===== config.mk =====
export PLATFORM = sky130hd
export DESIGN_NAME = main_memory_arbiter
export DESIGN_NICKNAME = d
export VERILOG_FILES = /design/src/rtl/main_memory_arbiter.sv
export SDC_FILE = /design/constraint.sdc
export NUM_CORES = 1
export LEC_CHECK = 0
export BUFFER_PORTS_ARGS = -buffer_cell sky130_fd_sc_hd__buf_2
export CAP_MARGIN = 0
export CORE_MARGIN = 1
export CORE_UTILIZATION = 47
export DETAILED_ROUTE_END_ITERATION = 10
export PLACE_DENSITY = 0.91
export SKIP_LAST_GASP = 1
export SLEW_MARGIN = 20
export SYNTH_ARGS = -nofsm -noshare
export SYNTH_HDL_FRONTEND = slang
export SYNTH_SLANG_ARGS = --single-unit

===== constraint.sdc =====
create_clock -name clk -period 4.6 [get_ports clk]
set_clock_uncertainty 0.2 [all_clocks]
set_input_delay 0 -clock clk [delete_from_list [all_inputs] [get_ports clk]]
set_output_delay 0 -clock clk [all_outputs]
set_load 0.02 [all_outputs]

===== src/rtl/main_memory_arbiter.sv =====
// rtl/main_memory_arbiter.sv - round-robin arbiter and single-access sequencer for MainMemory
// Latches the winning request, drives one memory access, returns read data, then pulses done.
module main_memory_arbiter #(
  parameter int NREQ      = 2,
  parameter int INDEX_W   = 9,
  parameter int PAGE_W    = 16,
  parameter int MEM_DEPTH = 512
) (
  input  logic                    clk,
  input  logic                    reset,
  input  logic [NREQ-1:0]         req,
  input  logic [NREQ-1:0]         req_we,
  input  logic [NREQ*INDEX_W-1:0] req_index,
  input  logic [NREQ*PAGE_W-1:0]  req_page,
  input  logic [NREQ*32-1:0]      req_wdata,
  input  logic [NREQ*2-1:0]       req_mesi,
  output logic [NREQ-1:0]         gnt,
  output logic [NREQ-1:0]         done,
  output logic                    err,
  output logic [31:0]             rdata,
  output logic [1:0]              rmesi,
  output logic [PAGE_W-1:0]       rpage,
  output logic [INDEX_W-1:0]      mem_index,
  output logic [PAGE_W-1:0]       mem_page,
  output logic [31:0]             mem_wdata,
  output logic [1:0]              mem_mesi,
  output logic                    mem_we,
  input  logic [31:0]             mem_rdata,
  input  logic [1:0]              mem_rmesi,
  input  logic [PAGE_W-1:0]       mem_rpage
);

  localparam int ID_W = (NREQ > 1) ? $clog2(NREQ) : 1;

  typedef enum logic [1:0] {IDLE, ISSUE, CAPTURE, COMPLETE} state_t;

  state_t              state_q, state_d;
  logic [ID_W-1:0]     last_gnt_q, last_gnt_d;
  logic [ID_W-1:0]     winner_q, winner_d;
  logic                we_q, we_d;
  logic                oor_q, oor_d;
  logic [INDEX_W-1:0]  index_q, index_d;
  logic [PAGE_W-1:0]   page_q, page_d;
  logic [31:0]         wdata_q, wdata_d;
  logic [1:0]          mesi_q, mesi_d;
  logic [31:0]         rdata_q, rdata_d;
  logic [1:0]          rmesi_q, rmesi_d;
  logic [PAGE_W-1:0]   rpage_q, rpage_d;

  logic                found;
  logic [ID_W-1:0]     pick;
  logic [INDEX_W-1:0]  pick_index;

  // Search starts one past the last grant and wraps, so a held request cannot starve others.
  always_comb begin
    int              cand;
    logic [ID_W-1:0] c;
    found = 1'b0;
    pick  = last_gnt_q;
    for (int k = 1; k <= NREQ; k++) begin
      cand = int'(last_gnt_q) + k;
      if (cand >= NREQ) cand = cand - NREQ;
      c = ID_W'(cand);
      if (!found && req[c]) begin
        found = 1'b1;
        pick  = c;
      end
    end
  end

  assign pick_index = req_index[int'(pick)*INDEX_W +: INDEX_W];

  always_ff @(posedge clk or posedge reset) begin
    if (reset) begin
      state_q    <= IDLE;
      last_gnt_q <= ID_W'(NREQ - 1);
      winner_q   <= '0;
      we_q       <= 1'b0;
      oor_q      <= 1'b0;
      index_q    <= '0;
      page_q     <= '0;
      wdata_q    <= '0;
      mesi_q     <= '0;
      rdata_q    <= '0;
      rmesi_q    <= '0;
      rpage_q    <= '0;
    end else begin
      state_q    <= state_d;
      last_gnt_q <= last_gnt_d;
      winner_q   <= winner_d;
      we_q       <= we_d;
      oor_q      <= oor_d;
      index_q    <= index_d;
      page_q     <= page_d;
      wdata_q    <= wdata_d;
      mesi_q     <= mesi_d;
      rdata_q    <= rdata_d;
      rmesi_q    <= rmesi_d;
      rpage_q    <= rpage_d;
    end
  end

  always_comb begin
    state_d = state_q;
    case (state_q)
      IDLE:     if (found) state_d = ISSUE;
      ISSUE:    state_d = CAPTURE;
      CAPTURE:  state_d = COMPLETE;
      COMPLETE: state_d = IDLE;
      default:  state_d = IDLE;
    endcase
  end

  // Payload is frozen at grant; later requester changes are not seen.
  always_comb begin
    last_gnt_d = last_gnt_q;
    winner_d   = winner_q;
    we_d       = we_q;
    oor_d      = oor_q;
    index_d    = index_q;
    page_d     = page_q;
    wdata_d    = wdata_q;
    mesi_d     = mesi_q;
    rdata_d    = rdata_q;
    rmesi_d    = rmesi_q;
    rpage_d    = rpage_q;
    if (state_q == IDLE && found) begin
      winner_d   = pick;
      last_gnt_d = pick;
      we_d       = req_we[pick];
      index_d    = pick_index;
      oor_d      = (32'(pick_index) >= 32'(MEM_DEPTH));
      page_d     = req_page[int'(pick)*PAGE_W +: PAGE_W];
      wdata_d    = req_wdata[int'(pick)*32 +: 32];
      mesi_d     = req_mesi[int'(pick)*2 +: 2];
    end
    if (state_q == CAPTURE && !we_q && !oor_q) begin
      rdata_d = mem_rdata;
      rmesi_d = mem_rmesi;
      rpage_d = mem_rpage;
    end
  end

  always_comb begin
    gnt    = '0;
    done   = '0;
    err    = 1'b0;
    mem_we = 1'b0;
    case (state_q)
      ISSUE: begin
        gnt[winner_q] = 1'b1;
        mem_we        = we_q && !oor_q;
      end
      CAPTURE: gnt[winner_q] = 1'b1;
      COMPLETE: begin
        gnt[winner_q]  = 1'b1;
        done[winner_q] = 1'b1;
        err            = oor_q;
      end
      default: ;
    endcase
  end

  assign mem_index = index_q;
  assign mem_page  = page_q;
  assign mem_wdata = wdata_q;
  assign mem_mesi  = mesi_q;
  assign rdata     = rdata_q;
  assign rmesi     = rmesi_q;
  assign rpage     = rpage_q;

endmodule


# After elaboration in Yosys (flattened, before gate mapping)
# Cells that the tools add are included.
totals:
  reg_bits: 114
  input_bits: 174
  out_inout_bits: 115
  wordCells: 58
op_classes:
  n_addsub: 4
  mul: 1
  n_lt_le_gt_ge: 7
  n_eq_ne: 4
  n_shift: 4
  mux: 19
  n_reduce_logical: 8
op_table:
  columns: ["operator", "count"]
  rows:
  - ["$shiftx A64 B7 Y32", 1]
  - ["$shiftx A32 B6 Y16", 1]
  - ["$shiftx A18 B6 Y9", 1]
  - ["$mux W1", 14]
  - ["$lt A1 B2 Y1 const B", 4]
  - ["$pmux W2 S4", 1]
  - ["$mux W2", 3]
  - ["$mul A1 B4 Y5 const B", 1]
  - ["$eq A2 B2 Y1 const B", 2]
  - ["$logic_and A1 B1 Y1", 4]
  - ["$shiftx A4 B3 Y2", 1]
  - ["$add A1 B2 Y3 const B", 1]
  - ["$ge A3 B2 Y1 const B", 1]
  - ["$reduce_or A3 Y1", 1]
  - ["$add A1 B1 Y2 const B", 1]
  - ["$eq A2 B1 Y1 const B", 1]
  - ["$ge A2 B2 Y1 const B", 1]
  - ["$logic_not A1 Y1", 2]
  - ["$logic_not A2 Y1", 1]
  - ["$ne A2 B2 Y1 const B", 1]
  - ["$sub A1 B1 Y1 const B", 2]
  - ["$demux W1 S1", 1]
  - ["$ge A1 B1 Y1 const B", 1]

# Longest topological paths before layout
# Gate-level depths: netlist of the first run.
logic_depth:
  ltp_word: 11
  depth_mapped: 7
  depth_no_buf: 5

# Worst setup path after synthesis of the first run
# Ideal clock, no wire load.
synth_timing:
  path_kind: "reg2reg"
  from: "reg state_q[0]"
  to: "reg rdata_q[0], in the netlist rdata[0]"
  setup_ps: 127
  arrival_ps: 1384
  required_time_ps: 4273
  setup_slack_ps: 2888
  path_stages_with_launch: 7
  path_buffers: 2
  synth_period_minus_slack_ps: 1712
  cell_sequence: "dfrtp_1 -> inv_1 -> ha_1 -> nor2b_1 -> buf_2 -> buf_6 -> mux2_1"
synth_via:
  elab_chain_len: 2
synth_rtl:
  columns: ["item", "line", "rtl"]
  rows:
  - ["start, declared", "37", "state_t state_q, state_d;"]
  - ["start signal, assigned", "88", "state_q <= state_d;"]
  - ["$eq A2 B2 Y1", "137", "if (state_q == CAPTURE && !we_q && !oor_q) begin"]
  - ["$logic_and A1 B1 Y1", "137", null]
  - ["end signal, assigned", "97", "rdata_q <= rdata_d;"]
  - ["end, declared", "46", "logic [31:0] rdata_q, rdata_d;"]
# No other way between the ends.
# A chain may end at the register's enable or synchronous reset.

# Worst setup path in the final report of the first run
layout_timing:
  from: "reg state_q[0]"
  to: "reg page_q[0], in the netlist mem_page[0]"
layout_via:
  elab_chain_len: 2
layout_rtl:
  columns: ["item", "line", "rtl"]
  rows:
  - ["$logic_not A2 Y1", "127", "if (state_q == IDLE && found) begin"]
  - ["$logic_and A1 B1 Y1", "127", null]
  - ["end signal, assigned", "94", "page_q <= page_d;"]
  - ["end, declared", "43", "logic [PAGE_W-1:0] page_q, page_d;"]
# No other way between the ends.

==> results.sh, run 1 <==
export IMPL_via_per_inst=5.36
export IMPL_fp_dieArea_um2=13000
export IMPL_cts_post_setup_buffers_inserted=0
export IMPL_grt_antenna_before_repair=1
export IMPL_power_density_nw_per_um2=731
export IMPL_post_synth_inst_count=480
export IMPL_worst_pin_slew_ns=1.10
export IMPL_ctsHtreeMaxLevel=4
export IMPL_post_route_cells_drive_above_1_share_pct=48.1
export IMPL_synth_cell_type_count=26
export IMPL_cts_tree="done"
export IMPL_most_used_standard_cells_in_the_synthesized_netlist="sky130_fd_sc_hd__dfrtp_1 (113), sky130_fd_sc_hd__nor2_1 (63), sky130_fd_sc_hd__o21ai_0 (61), sky130_fd_sc_hd__a31oi_2 (59), sky130_fd_sc_hd__nand3_2 (59)"
export IMPL_floorplan_initialDensity_pct=48.6
export IMPL_share_comb_of_total_power_pct=51.7
export IMPL_clock_sink_count=114
export IMPL_std_cell_rows=40
export IMPL_asyncSetResetFlopFracSynth_pct=100
export IMPL_global_route_overflow_total=0
export IMPL_hpwlAfterDp_um=10900
export IMPL_nets=1098
export IMPL_maxCapViolCount=0
export IMPL_fin_setup_tns_ns=0
export IMPL_cell_leakage_power_nw=4.31
export IMPL_power_net_switching_w=0.00293
export IMPL_worstPathMaxFanout=71
export IMPL_fin_crit_ns=3.12
export IMPL_hp_class="input port to flip-flop"
export IMPL_critical_path_class="flip-flop to flip-flop"
export IMPL_die_height_um=114
export IMPL_synth_area_um2=5880
export IMPL_design_power_total_w=0.00704
export IMPL_final_cells=1100
export IMPL_p_sw_share_pct=41.6
export IMPL_pin_count=289
export IMPL_final_min_period_over_clock_period_pct=67.7
export IMPL_wire_length_of_the_first_global_routing_pass_um=33600
export IMPL_ys_top_cells_by_area="sky130_fd_sc_hd__dfrtp_1 (48%), sky130_fd_sc_hd__a31oi_2 (13%), sky130_fd_sc_hd__nand3_2 (10%), sky130_fd_sc_hd__mux2_1 (9.8%), sky130_fd_sc_hd__o21ai_0 (5.2%)"
export IMPL_yosys_area_top_type_share_pct=48.1
export IMPL_placeableCoreArea_um2=12100
export IMPL_yosysWarnings=0
export IMPL_mapped_avg_cell_area_um2=12.3
export IMPL_clock_root_buffer="sky130_fd_sc_hd__clkbuf_16"
export IMPL_number_of_enable_flip_flop_cells_after_synthesis=0
export IMPL_synth_sequential_area_ratio_pct=48.5
export IMPL_critical_path_startpoint_type="flip-flop"
export IMPL_worst_endpoint_arrival_ns=3.23
export IMPL_die_width_um=114
export IMPL_io_buffers=287
export IMPL_firstDrtPassIters=5
export IMPL_slew_margin_rel_pct=26.5
export IMPL_synth_net_count=659
export IMPL_largest_net_degree_at_the_start_of_global_routing=76
export IMPL_post_synth_top_count_cell="sky130_fd_sc_hd__dfrtp_1"
export IMPL_postLayoutSetupSlackWorst_ns=1.48
export IMPL_grt_use_total_pct=34.5
export IMPL_fill_cell_instance_count_of_the_final_layout=669
export IMPL_max_vdd_ir_drop_v=0.000449
export IMPL_critPathCaptureType="flip-flop"
export IMPL_worst_skew_pair_late_latency_ns=0.39
export IMPL_clock_group_share_of_total_power_pct=21.6
export IMPL_syn_to_final_growth_pct=63.8
export IMPL_pwr_share_seq_pct=26.7
export IMPL_run_status="complete, no violations"
export IMPL_clk_pin_slew_ns=0.06
export IMPL_numPlacedInstances=893
export IMPL_rsz_0062_raised_after_global_routing="no"
export IMPL_grt_pass1_vias=6212
export IMPL_ant_nets=0
export IMPL_gp_routability_congestion=0.740
export IMPL_post_route_drc_count=0
export IMPL_ys_dominant_reg_cell="sky130_fd_sc_hd__dfrtp_1"
export IMPL_fmaxAchievable_mhz=321
export IMPL_report_final_hold_viol_count=0
export IMPL_dpl_worst_slack_ns=2.21
export IMPL_library_cell_with_the_largest_summed_area_after_synthesis="sky130_fd_sc_hd__dfrtp_1"
export IMPL_buffers_from_clock_root_to_sink_at_most=2
export IMPL_drt_iter0_drc=560
export IMPL_critPathRequiredTime_ns=4.72
export IMPL_cellInternalPower_w=0.00412
export IMPL_cts_buffers_inserted=17
export IMPL_routed_via_count=5896
export IMPL_slew_violations=0
export IMPL_drt_wirelength_per_cell_um=20.2
export IMPL_synth_ff_latch_count=114
export IMPL_wire_length_reported_by_the_detailed_router_um=22300
export IMPL_setup_violations=0
## per-stage QoR
stage | cell area (µm²) | utilization (%) | hold WS [ns]
after floorplan | 5880 | - | -0.0653
after global placement | 7200 | 59.4 | 0.0176
after detailed placement | 7200 | 59.4 | 0.0243
after CTS | 9610 | 79.4 | 0.141
after global routing | 9640 | 79.6 | 0.160
final | 9640 | 79.6 | 0.171
## kinds of logic after synthesis
group | after synthesis | share of synthesized area [%]
other | 1 | 0.0638
DFF | 114 | 48.5
adders and majority gates | 5 | 1.06
AOI/OAI and AO/OA | 125 | 18.3
buffers and inverters | 48 | 6.98
muxes | 51 | 9.76
and+or+nand+nor | 136 | 15.3
## state kept, by name (all words and copies together) (netlist names), 2 cells and up
signal,count
rpage,16
mem_wdata,32
mem_page,16
state_q,2
rmesi,2
mem_index,9
rdata,32
mem_mesi,2
## cell type report
cell class | instances | area, µm² | share of cell area, %
Inverter | 3 | 13.8 | 0.143
Antenna cell | 1 | 2.50 | 0.0260
Tap cell | 168 | 210 | 2.18
Timing Repair Buffer | 465 | 3230 | 33.6
Sequential cell | 114 | 2850 | 29.6
Multi-Input combinational cell | 318 | 2650 | 27.5
Clock inverter | 14 | 250 | 2.60
Clock buffer | 17 | 425 | 4.42
## power by group through the flow
stage	combinational [W]	clock, W	sequential [W]
finish	0.00364	0.00152	0.00188
global route	0.00386	0.00158	0.00191
CTS	0.00346	0.00153	0.00181
detailed placement	0.00287	0	0.00182
global placement	0.00279	0	0.00178
floorplan	0.00148	0	0.00239
## cells in the final DEF, fill, tap and decap left out, types with 2 or more instances in the layout
cell type,instances
sky130_fd_sc_hd__and2_1,2
sky130_fd_sc_hd__a31oi_1,2
sky130_fd_sc_hd__buf_2,287
sky130_fd_sc_hd__bufinv_16,6
sky130_fd_sc_hd__dfrtp_1,113
sky130_fd_sc_hd__inv_1,2
sky130_fd_sc_hd__nor2b_1,2
sky130_fd_sc_hd__buf_4,2
sky130_fd_sc_hd__clkinv_4,4
sky130_fd_sc_hd__dlygate4sd3_1,174
sky130_fd_sc_hd__buf_12,2
sky130_fd_sc_hd__nand2_1,4
sky130_fd_sc_hd__inv_6,4
sky130_fd_sc_hd__o21ai_1,2
sky130_fd_sc_hd__o21ai_0,61
sky130_fd_sc_hd__ha_1,5
sky130_fd_sc_hd__a31oi_2,59
sky130_fd_sc_hd__clkbuf_16,17
sky130_fd_sc_hd__mux2_1,51
sky130_fd_sc_hd__nand3_2,59
sky130_fd_sc_hd__nor2_1,63
## per-layer routing
metal  vias to the layer above  part of all wire [%]  global-route usage, %
met4                         0                   5.7                   21.4
li1                       2603                     -                      -
met5                         -                     0                      0
met2                       353                    52                   60.8
met3                        92                   7.4                   7.97
met1                      2848                    35                   37.8
## repair_timing
item / CTS / global route
hold buffers: 174 / 0
endpoints found under the hold margin: 187 / 0
gates resized for setup: 0 / 0
endpoints found under the setup margin: 0 / 0
## critical path, stage by stage, from the launching register on
cell,delay (ns)
sky130_fd_sc_hd__dfrtp_1,0.41
sky130_fd_sc_hd__inv_1,0.14
sky130_fd_sc_hd__ha_1,0.27
sky130_fd_sc_hd__o21a_4,0.61
sky130_fd_sc_hd__buf_12,0.37
sky130_fd_sc_hd__nor2_1,0.14
sky130_fd_sc_hd__a31oi_2,0.20
sky130_fd_sc_hd__dlygate4sd3_1,0.65
## worst paths after layout
kind / endpoint / cells after the start / from / slack, ns
min: rpage[7] / 3 / mem_rpage[7] / 0.17
max in group asynchronous: mem_wdata[8] / 4 / reset / 2.90
min reg2reg: rdata[26] / 1 / rdata[26] / 0.29
max: mem_page[0] / 7 / state_q[0] / 1.48
min in group asynchronous: rdata[4] / 3 / reset / 0.20
max reg2reg: mem_page[0] / 7 / state_q[0] / 1.48
Power figures use the tool's default switching activity.
==> run 2: changes to the inputs <==
--- a/config.mk
+++ b/config.mk
@@ -5,12 +5,13 @@
 export SDC_FILE = /design/constraint.sdc
 export NUM_CORES = 1
 export LEC_CHECK = 0
+export ABC_AREA = 1
 export BUFFER_PORTS_ARGS = -buffer_cell sky130_fd_sc_hd__buf_2
 export CAP_MARGIN = 0
 export CORE_MARGIN = 1
-export CORE_UTILIZATION = 47
+export CORE_UTILIZATION = 45
 export DETAILED_ROUTE_END_ITERATION = 10
-export PLACE_DENSITY = 0.91
+export PLACE_DENSITY = 0.89
 export SKIP_LAST_GASP = 1
 export SLEW_MARGIN = 20
 export SYNTH_ARGS = -nofsm -noshare
==> constraint.sdc (replaced) <==
create_clock -name clk -period 3.3 [get_ports clk]
set_clock_uncertainty 0.2 [all_clocks]
set_input_delay 0 -clock clk [delete_from_list [all_inputs] [get_ports clk]]
set_output_delay 0 -clock clk [all_outputs]
set_load 0.02 [all_outputs]
==> results.sh, run 2 <==
export IMPL_run_status="finished with violations"
export IMPL_violated_checks="DRC"
export IMPL_pwr_share_seq_pct=28.1
export IMPL_post_synth_inst_count=713
export IMPL_fp_dieArea_um2=12400
export IMPL_global_route_overflow_total=0
export IMPL_number_of_enable_flip_flop_cells_after_synthesis=0
export IMPL_syn_to_final_growth_pct=70.2
export IMPL_wire_length_of_the_first_global_routing_pass_um=35100
export IMPL_p_sw_share_pct=45.0
export IMPL_clk_pin_slew_ns=0.06
export IMPL_power_net_switching_w=0.00404
export IMPL_nets=1331
export IMPL_share_comb_of_total_power_pct=49.6
export IMPL_worst_skew_pair_late_latency_ns=0.40
export IMPL_critPathRequiredTime_ns=3.44
export IMPL_critPathCaptureType="flip-flop"
export IMPL_hp_class="input port to asynchronous set/reset pin"
export IMPL_drt_iter0_drc=744
export IMPL_fill_cell_instance_count_of_the_final_layout=610
export IMPL_max_vdd_ir_drop_v=0.000575
export IMPL_mapped_avg_cell_area_um2=7.57
export IMPL_floorplan_initialDensity_pct=46.7
export IMPL_worstPathMaxFanout=61
export IMPL_worst_endpoint_arrival_ns=3.10
export IMPL_clock_sink_count=114
export IMPL_placeableCoreArea_um2=11600
export IMPL_synth_cell_type_count=19
export IMPL_grt_antenna_before_repair=2
export IMPL_post_route_drc_count=20
export IMPL_io_buffers=287
export IMPL_postLayoutSetupSlackWorst_ns=0.336
export IMPL_cts_buffers_inserted=17
export IMPL_design_power_total_w=0.00898
export IMPL_layout_cells_most_common="sky130_fd_sc_hd__nand2_1"
export IMPL_most_used_standard_cells_in_the_synthesized_netlist="sky130_fd_sc_hd__nand2_1 (409), sky130_fd_sc_hd__dfrtp_1 (113), sky130_fd_sc_hd__nand3_1 (111), sky130_fd_sc_hd__buf_2 (17)"
export IMPL_synth_ff_latch_count=114
export IMPL_firstDrtPassIters=9
export IMPL_slew_violations=0
export IMPL_cell_leakage_power_nw=5.29
export IMPL_clock_root_buffer="sky130_fd_sc_hd__clkbuf_16"
export IMPL_hpwlAfterDp_um=10300
export IMPL_synth_sequential_area_ratio_pct=52.9
export IMPL_library_cell_with_the_largest_summed_area_after_synthesis="sky130_fd_sc_hd__dfrtp_1"
export IMPL_post_synth_top_count_cell="sky130_fd_sc_hd__nand2_1"
export IMPL_critical_path_startpoint_type="flip-flop"
export IMPL_asyncSetResetFlopFracSynth_pct=100
export IMPL_pin_count=289
export IMPL_final_min_period_over_clock_period_pct=89.8
export IMPL_buffers_from_clock_root_to_sink_at_most=2
export IMPL_clock_group_share_of_total_power_pct=22.3
export IMPL_fmaxAchievable_mhz=337
export IMPL_ctsHtreeMaxLevel=4
export IMPL_fin_setup_tns_ns=0
export IMPL_drt_wirelength_per_cell_um=17.0
export IMPL_die_height_um=112
export IMPL_placement_cell_area_um2=6810
export IMPL_cts_post_setup_buffers_inserted=0
export IMPL_rsz_0062_raised_after_global_routing="no"
export IMPL_critical_path_class="flip-flop to flip-flop"
export IMPL_setup_violations=0
export IMPL_cellInternalPower_w=0.00494
export IMPL_report_final_hold_viol_count=0
export IMPL_yosysWarnings=0
export IMPL_slew_margin_rel_pct=32.4
export IMPL_ant_nets=0
export IMPL_worst_pin_slew_ns=1.01
export IMPL_layout_cell_area_non_filler_um2=9190
export IMPL_fin_crit_ns=2.96
export IMPL_ys_top_cells_by_area="sky130_fd_sc_hd__dfrtp_1 (52%), sky130_fd_sc_hd__nand2_1 (28%), sky130_fd_sc_hd__nand3_1 (10%), sky130_fd_sc_hd__buf_2 (1.6%), sky130_fd_sc_hd__buf_6 (1.5%)"
export IMPL_ys_dominant_reg_cell="sky130_fd_sc_hd__dfrtp_1"
export IMPL_post_route_cells_drive_above_1_share_pct=28.8
export IMPL_grt_use_total_pct=36.0
export IMPL_maxCapViolCount=0
export IMPL_gp_routability_congestion=0.806
export IMPL_via_per_inst=5.46
export IMPL_synth_net_count=892
export IMPL_cts_tree="done"
export IMPL_highest_count_cells_in_the_layout_ignoring_fill_and_taps="sky130_fd_sc_hd__nand2_1 (408), sky130_fd_sc_hd__buf_2 (287), sky130_fd_sc_hd__dlygate4sd3_1 (173), sky130_fd_sc_hd__dfrtp_1 (113), sky130_fd_sc_hd__nand3_1 (111)"
export IMPL_largest_net_degree_at_the_start_of_global_routing=65
export IMPL_timing_hold_ws_ns=0.0825
export IMPL_wire_length_reported_by_the_detailed_router_um=22300
export IMPL_power_density_nw_per_um2=977
export IMPL_routed_via_count=7152
export IMPL_dpl_worst_slack_ns=1.08
export IMPL_yosys_area_top_type_share_pct=52.4
export IMPL_std_cell_rows=39
export IMPL_synth_area_um2=5400
export IMPL_grt_pass1_vias=7221
export IMPL_die_width_um=112
-- run 2: repair_timing --
action,CTS,global route
hold buffers,173,0
hold endpoints to repair,168,0
endpoints found under the setup margin,0,0
gates resized for setup,0,0
-- run 2: worst paths after layout --
check	start	end	slack [ns]	depth (start not counted)
worst min register to register	rpage[10]	rpage[10]	0.26	2
worst max-delay path	last_gnt_q	mem_wdata[9]	0.34	9
min in group clk	mem_rdata[31]	rdata[31]	0.17	4
worst max register to register	last_gnt_q	mem_wdata[9]	0.34	9
max in group asynchronous	reset	last_gnt_q	2.01	4
worst min-delay path	reset	rpage[3]	0.08	3
-- run 2: power by group through the flow --
stage               combinational (W)  sequential [W]  clock (W)
finish                        0.00445         0.00253    0.00201
global route                  0.00477         0.00258    0.00209
CTS                           0.00422         0.00246    0.00200
detailed placement            0.00375         0.00245          0
global placement              0.00364         0.00245          0
floorplan                     0.00183         0.00323          0
-- run 2: cell families after synthesis --
| group | share of synthesized area (%) |
|---|---|
| AND/OR/NAND/NOR | 39.6 |
| flip-flops | 52.9 |
| buffers and inverters | 6.03 |
| adder cells (fa/ha/maj) | 1.16 |
| AO/OA/AOI/OAI | 0.278 |
| other | 0.0695 |
-- run 2: stage by stage --
step,util (%),cells
after floorplan,-,713
after global placement,58.9,1103
after detailed placement,58.9,1103
after CTS,79.4,1308
after global routing,79.5,1310
final,79.5,1310
-- run 2: layout make-up --
class	instances	area [µm²]	share of cell area, %
timing repair buffer	468	3240	35.3
inverter	12	47.5	0.517
tap	143	179	1.95
multi-input combinational	539	2220	24.2
sequential	114	2850	31.1
clock inverter	14	200	2.18
clock buffer	18	439	4.78
antenna	2	5.00	0.0545
-- run 2: critical path, stage by stage, from the launching register on --
cell and delay [ns]:
sky130_fd_sc_hd__dfstp_2 0.56, sky130_fd_sc_hd__nand2_2 0.05, sky130_fd_sc_hd__buf_4 0.33, sky130_fd_sc_hd__nand2_2 0.16
sky130_fd_sc_hd__buf_4 0.52, sky130_fd_sc_hd__nand2_1 0.15, sky130_fd_sc_hd__nand2_1 0.11, sky130_fd_sc_hd__dlygate4sd3_1 0.57
sky130_fd_sc_hd__nand2_1 0.07, sky130_fd_sc_hd__nand2_1 0.10
-- run 2: routing by layer --
layer / vias to the layer above / wire [µm] / track usage, %
met1: 3350 / 7910 / 40.1
met3: 134 / 2290 / 10.1
met5: - / 0 / 0
met4: 0 / 1350 / 24.1
li1: 3099 / - / -
met2: 569 / 10700 / 60.5
==> run 3: changes to the inputs <==
--- a/config.mk
+++ b/config.mk
@@ -8,12 +8,15 @@
 export ABC_AREA = 1
 export BUFFER_PORTS_ARGS = -buffer_cell sky130_fd_sc_hd__buf_2
 export CAP_MARGIN = 0
+export CELL_PAD_IN_SITES_DETAIL_PLACEMENT = 1
+export CELL_PAD_IN_SITES_GLOBAL_PLACEMENT = 2
 export CORE_MARGIN = 1
-export CORE_UTILIZATION = 45
+export CORE_UTILIZATION = 23
 export DETAILED_ROUTE_END_ITERATION = 10
-export PLACE_DENSITY = 0.89
+export PLACE_DENSITY = 0.88
 export SKIP_LAST_GASP = 1
 export SLEW_MARGIN = 20
 export SYNTH_ARGS = -nofsm -noshare
 export SYNTH_HDL_FRONTEND = slang
 export SYNTH_SLANG_ARGS = --single-unit
+export TNS_END_PERCENT = 1
==> results.sh, run 3 (synthesized netlist as in run 2, its figures left out) <==
export IMPL_critPathCaptureType="flip-flop"
export IMPL_setup_violations=0
export IMPL_floorplan_initialDensity_pct=23.6
export IMPL_fin_crit_ns=2.61
export IMPL_wire_length_of_the_first_global_routing_pass_um=37100
export IMPL_placement_cell_area_um2=7040
export IMPL_post_route_util_pct=41.4
export IMPL_critPathCapture="mem_page[2]"
export IMPL_fin_setup_tns_ns=0
export IMPL_cts_tree="done"
export IMPL_worst_pin_slew_ns=0.735
export IMPL_report_final_hold_viol_count=0
export IMPL_grt_antenna_before_repair=1
export IMPL_wire_length_reported_by_the_detailed_router_um=23500
export IMPL_placeableCoreArea_um2=22800
export IMPL_firstDrtPassIters=4
export IMPL_hp_class="input port to asynchronous set/reset pin"
export IMPL_layout_cells_most_common="sky130_fd_sc_hd__nand2_1"
export IMPL_drt_wirelength_per_cell_um=15.8
export IMPL_cts_buffers_inserted=17
export IMPL_io_buffers=287
export IMPL_clock_sink_count=114
export IMPL_rsz_0062_raised_after_global_routing="no"
export IMPL_hpwlAfterDp_um=13500
export IMPL_worst_skew_pair_late_latency_ns=0.41
export IMPL_wire_length_on_met1_um=9460
export IMPL_critical_path_startpoint_type="flip-flop"
export IMPL_r2r_start="last_gnt_q"
export IMPL_buffers_from_clock_root_to_sink_at_most=2
export IMPL_maxCapViolCount=0
export IMPL_slew_violations=0
export IMPL_global_route_overflow_total=0
export IMPL_worst_endpoint_arrival_ns=2.76
export IMPL_via_per_inst=4.39
export IMPL_ctsHtreeMaxLevel=4
export IMPL_worstPathMaxFanout=54
export IMPL_critPathRequiredTime_ns=3.45
export IMPL_layout_cell_area_non_filler_um2=9450
export IMPL_largest_net_degree_at_the_start_of_global_routing=67
export IMPL_post_route_cells_drive_above_1_share_pct=28.6
export IMPL_cell_leakage_power_nw=5.29
export IMPL_dr_wl_met2_um=11700
export IMPL_grt_pass1_vias=7080
export IMPL_syn_to_final_growth_pct=75.0
export IMPL_pin_count=289
export IMPL_r2r_worst_path_cells=8
export IMPL_nets=1340
export IMPL_critical_path_reg2reg_endpoint="mem_page[2]"
export IMPL_grt_use_total_pct=19.8
export IMPL_top_signal_layer_used="met4"
export IMPL_cts_hold_buffers_added=180
export IMPL_highest_count_cells_in_the_layout_ignoring_fill_and_taps="sky130_fd_sc_hd__nand2_1 (408), sky130_fd_sc_hd__buf_2 (287), sky130_fd_sc_hd__dlygate4sd3_1 (180), sky130_fd_sc_hd__dfrtp_1 (113), sky130_fd_sc_hd__nand3_1 (111)"
export IMPL_critical_path_class="flip-flop to flip-flop"
export IMPL_max_vdd_ir_drop_v=0.000376
export IMPL_fp_dieArea_um2=24100
export IMPL_drt_iter0_drc=269
export IMPL_fmaxAchievable_mhz=384
export IMPL_final_min_period_over_clock_period_pct=79.0
export IMPL_ant_nets=0
export IMPL_power_density_nw_per_um2=934
export IMPL_setup_worst_path_start="last_gnt_q"
export IMPL_die_width_um=155
export IMPL_clock_root_buffer="sky130_fd_sc_hd__clkbuf_16"
export IMPL_dr_wl_met3_um=1900
export IMPL_clk_pin_slew_ns=0.06
export IMPL_routed_via_count=6525
export IMPL_die_height_um=155
export IMPL_numPlacedInstances=1275
export IMPL_gp_routability_congestion=0.742
export IMPL_run_status="complete, no violations"
export IMPL_std_cell_rows=55
export IMPL_slew_margin_rel_pct=51.0
export IMPL_post_route_drc_count=0
export IMPL_final_cells=1488
export IMPL_regToRegSetupSlack_ns=0.69
export IMPL_cts_post_setup_buffers_inserted=0
export IMPL_postCtsResizedCells=0
run 3: changes by cell type in the layout (fill, tap and decap cells not counted), sizes merged, moves of 2 or more:
| cell | before | now |
|---|---|---|
| inv | 16 | 12 |
| buf | 295 | 297 |
| clkinv | 3 | 5 |
| clkbuf | 18 | 20 |
| dlygate4sd3 | 173 | 180 |
run 3: power breakdown:
part | internal, W | total [W] | switching, W | leakage (nW)
Clock | 0.00121 | 0.00192 | 0.000707 | 0.283
Sequential | 0.00209 | 0.00248 | 0.000387 | 1.41
Combinational | 0.00158 | 0.00443 | 0.00285 | 3.60
Total | 0.00488 | 0.00883 | 0.00395 | 5.29
run 3: worst min-delay path by stage:
stage,start,to,slack [ns]
floorplan,mem_rdata[0],rdata[0],-0.06
global placement,reset,rpage[12],-0.03
detailed placement,reset,rpage[7],-0.04
CTS,reset,rdata[7],0.06
global route,reset,rdata[3],0.13
finish,reset,rpage[7],0.07
run 3: per-stage QoR:
step,power [W],hold WS [ns],setup WS (ns)
after detailed placement,0.00640,-0.0362,1.20
after CTS,0.00886,0.0593,0.741
after global placement,0.00630,-0.0329,1.25
after global routing,0.00951,0.129,0.511
after floorplan,0.00506,-0.0553,0.0859
final,0.00883,0.0702,0.693
run 3: layout make-up:
type / count / area (µm²)
Multi-Input combinational cell: 539 / 2220
Fill cell: 2837 / 13400
Inverter: 12 / 47.5
Timing Repair Buffer: 477 / 3330
Tap cell: 313 / 392
Clock inverter: 12 / 156
Clock buffer: 20 / 447
Antenna cell: 1 / 2.50
Sequential cell: 114 / 2850
run 3: routing by layer:
layer | track usage, % | vias to the layer above
met3 | 5.85 | 34
met1 | 22.0 | 3117
met2 | 35.8 | 254
met5 | 0 | -
li1 | - | 3120
met4 | 6.77 | 0
run 3: critical path, cell delays in order, from the launching register on:
cell                            delay [ns]
sky130_fd_sc_hd__dfstp_2              0.56
sky130_fd_sc_hd__nand2_2              0.07
sky130_fd_sc_hd__nand2_2              0.16
sky130_fd_sc_hd__buf_4                0.51
sky130_fd_sc_hd__nand2_1              0.18
sky130_fd_sc_hd__nand2_1              0.13
sky130_fd_sc_hd__dlygate4sd3_1        0.56
sky130_fd_sc_hd__nand2_1              0.05
sky130_fd_sc_hd__nand2_1              0.07
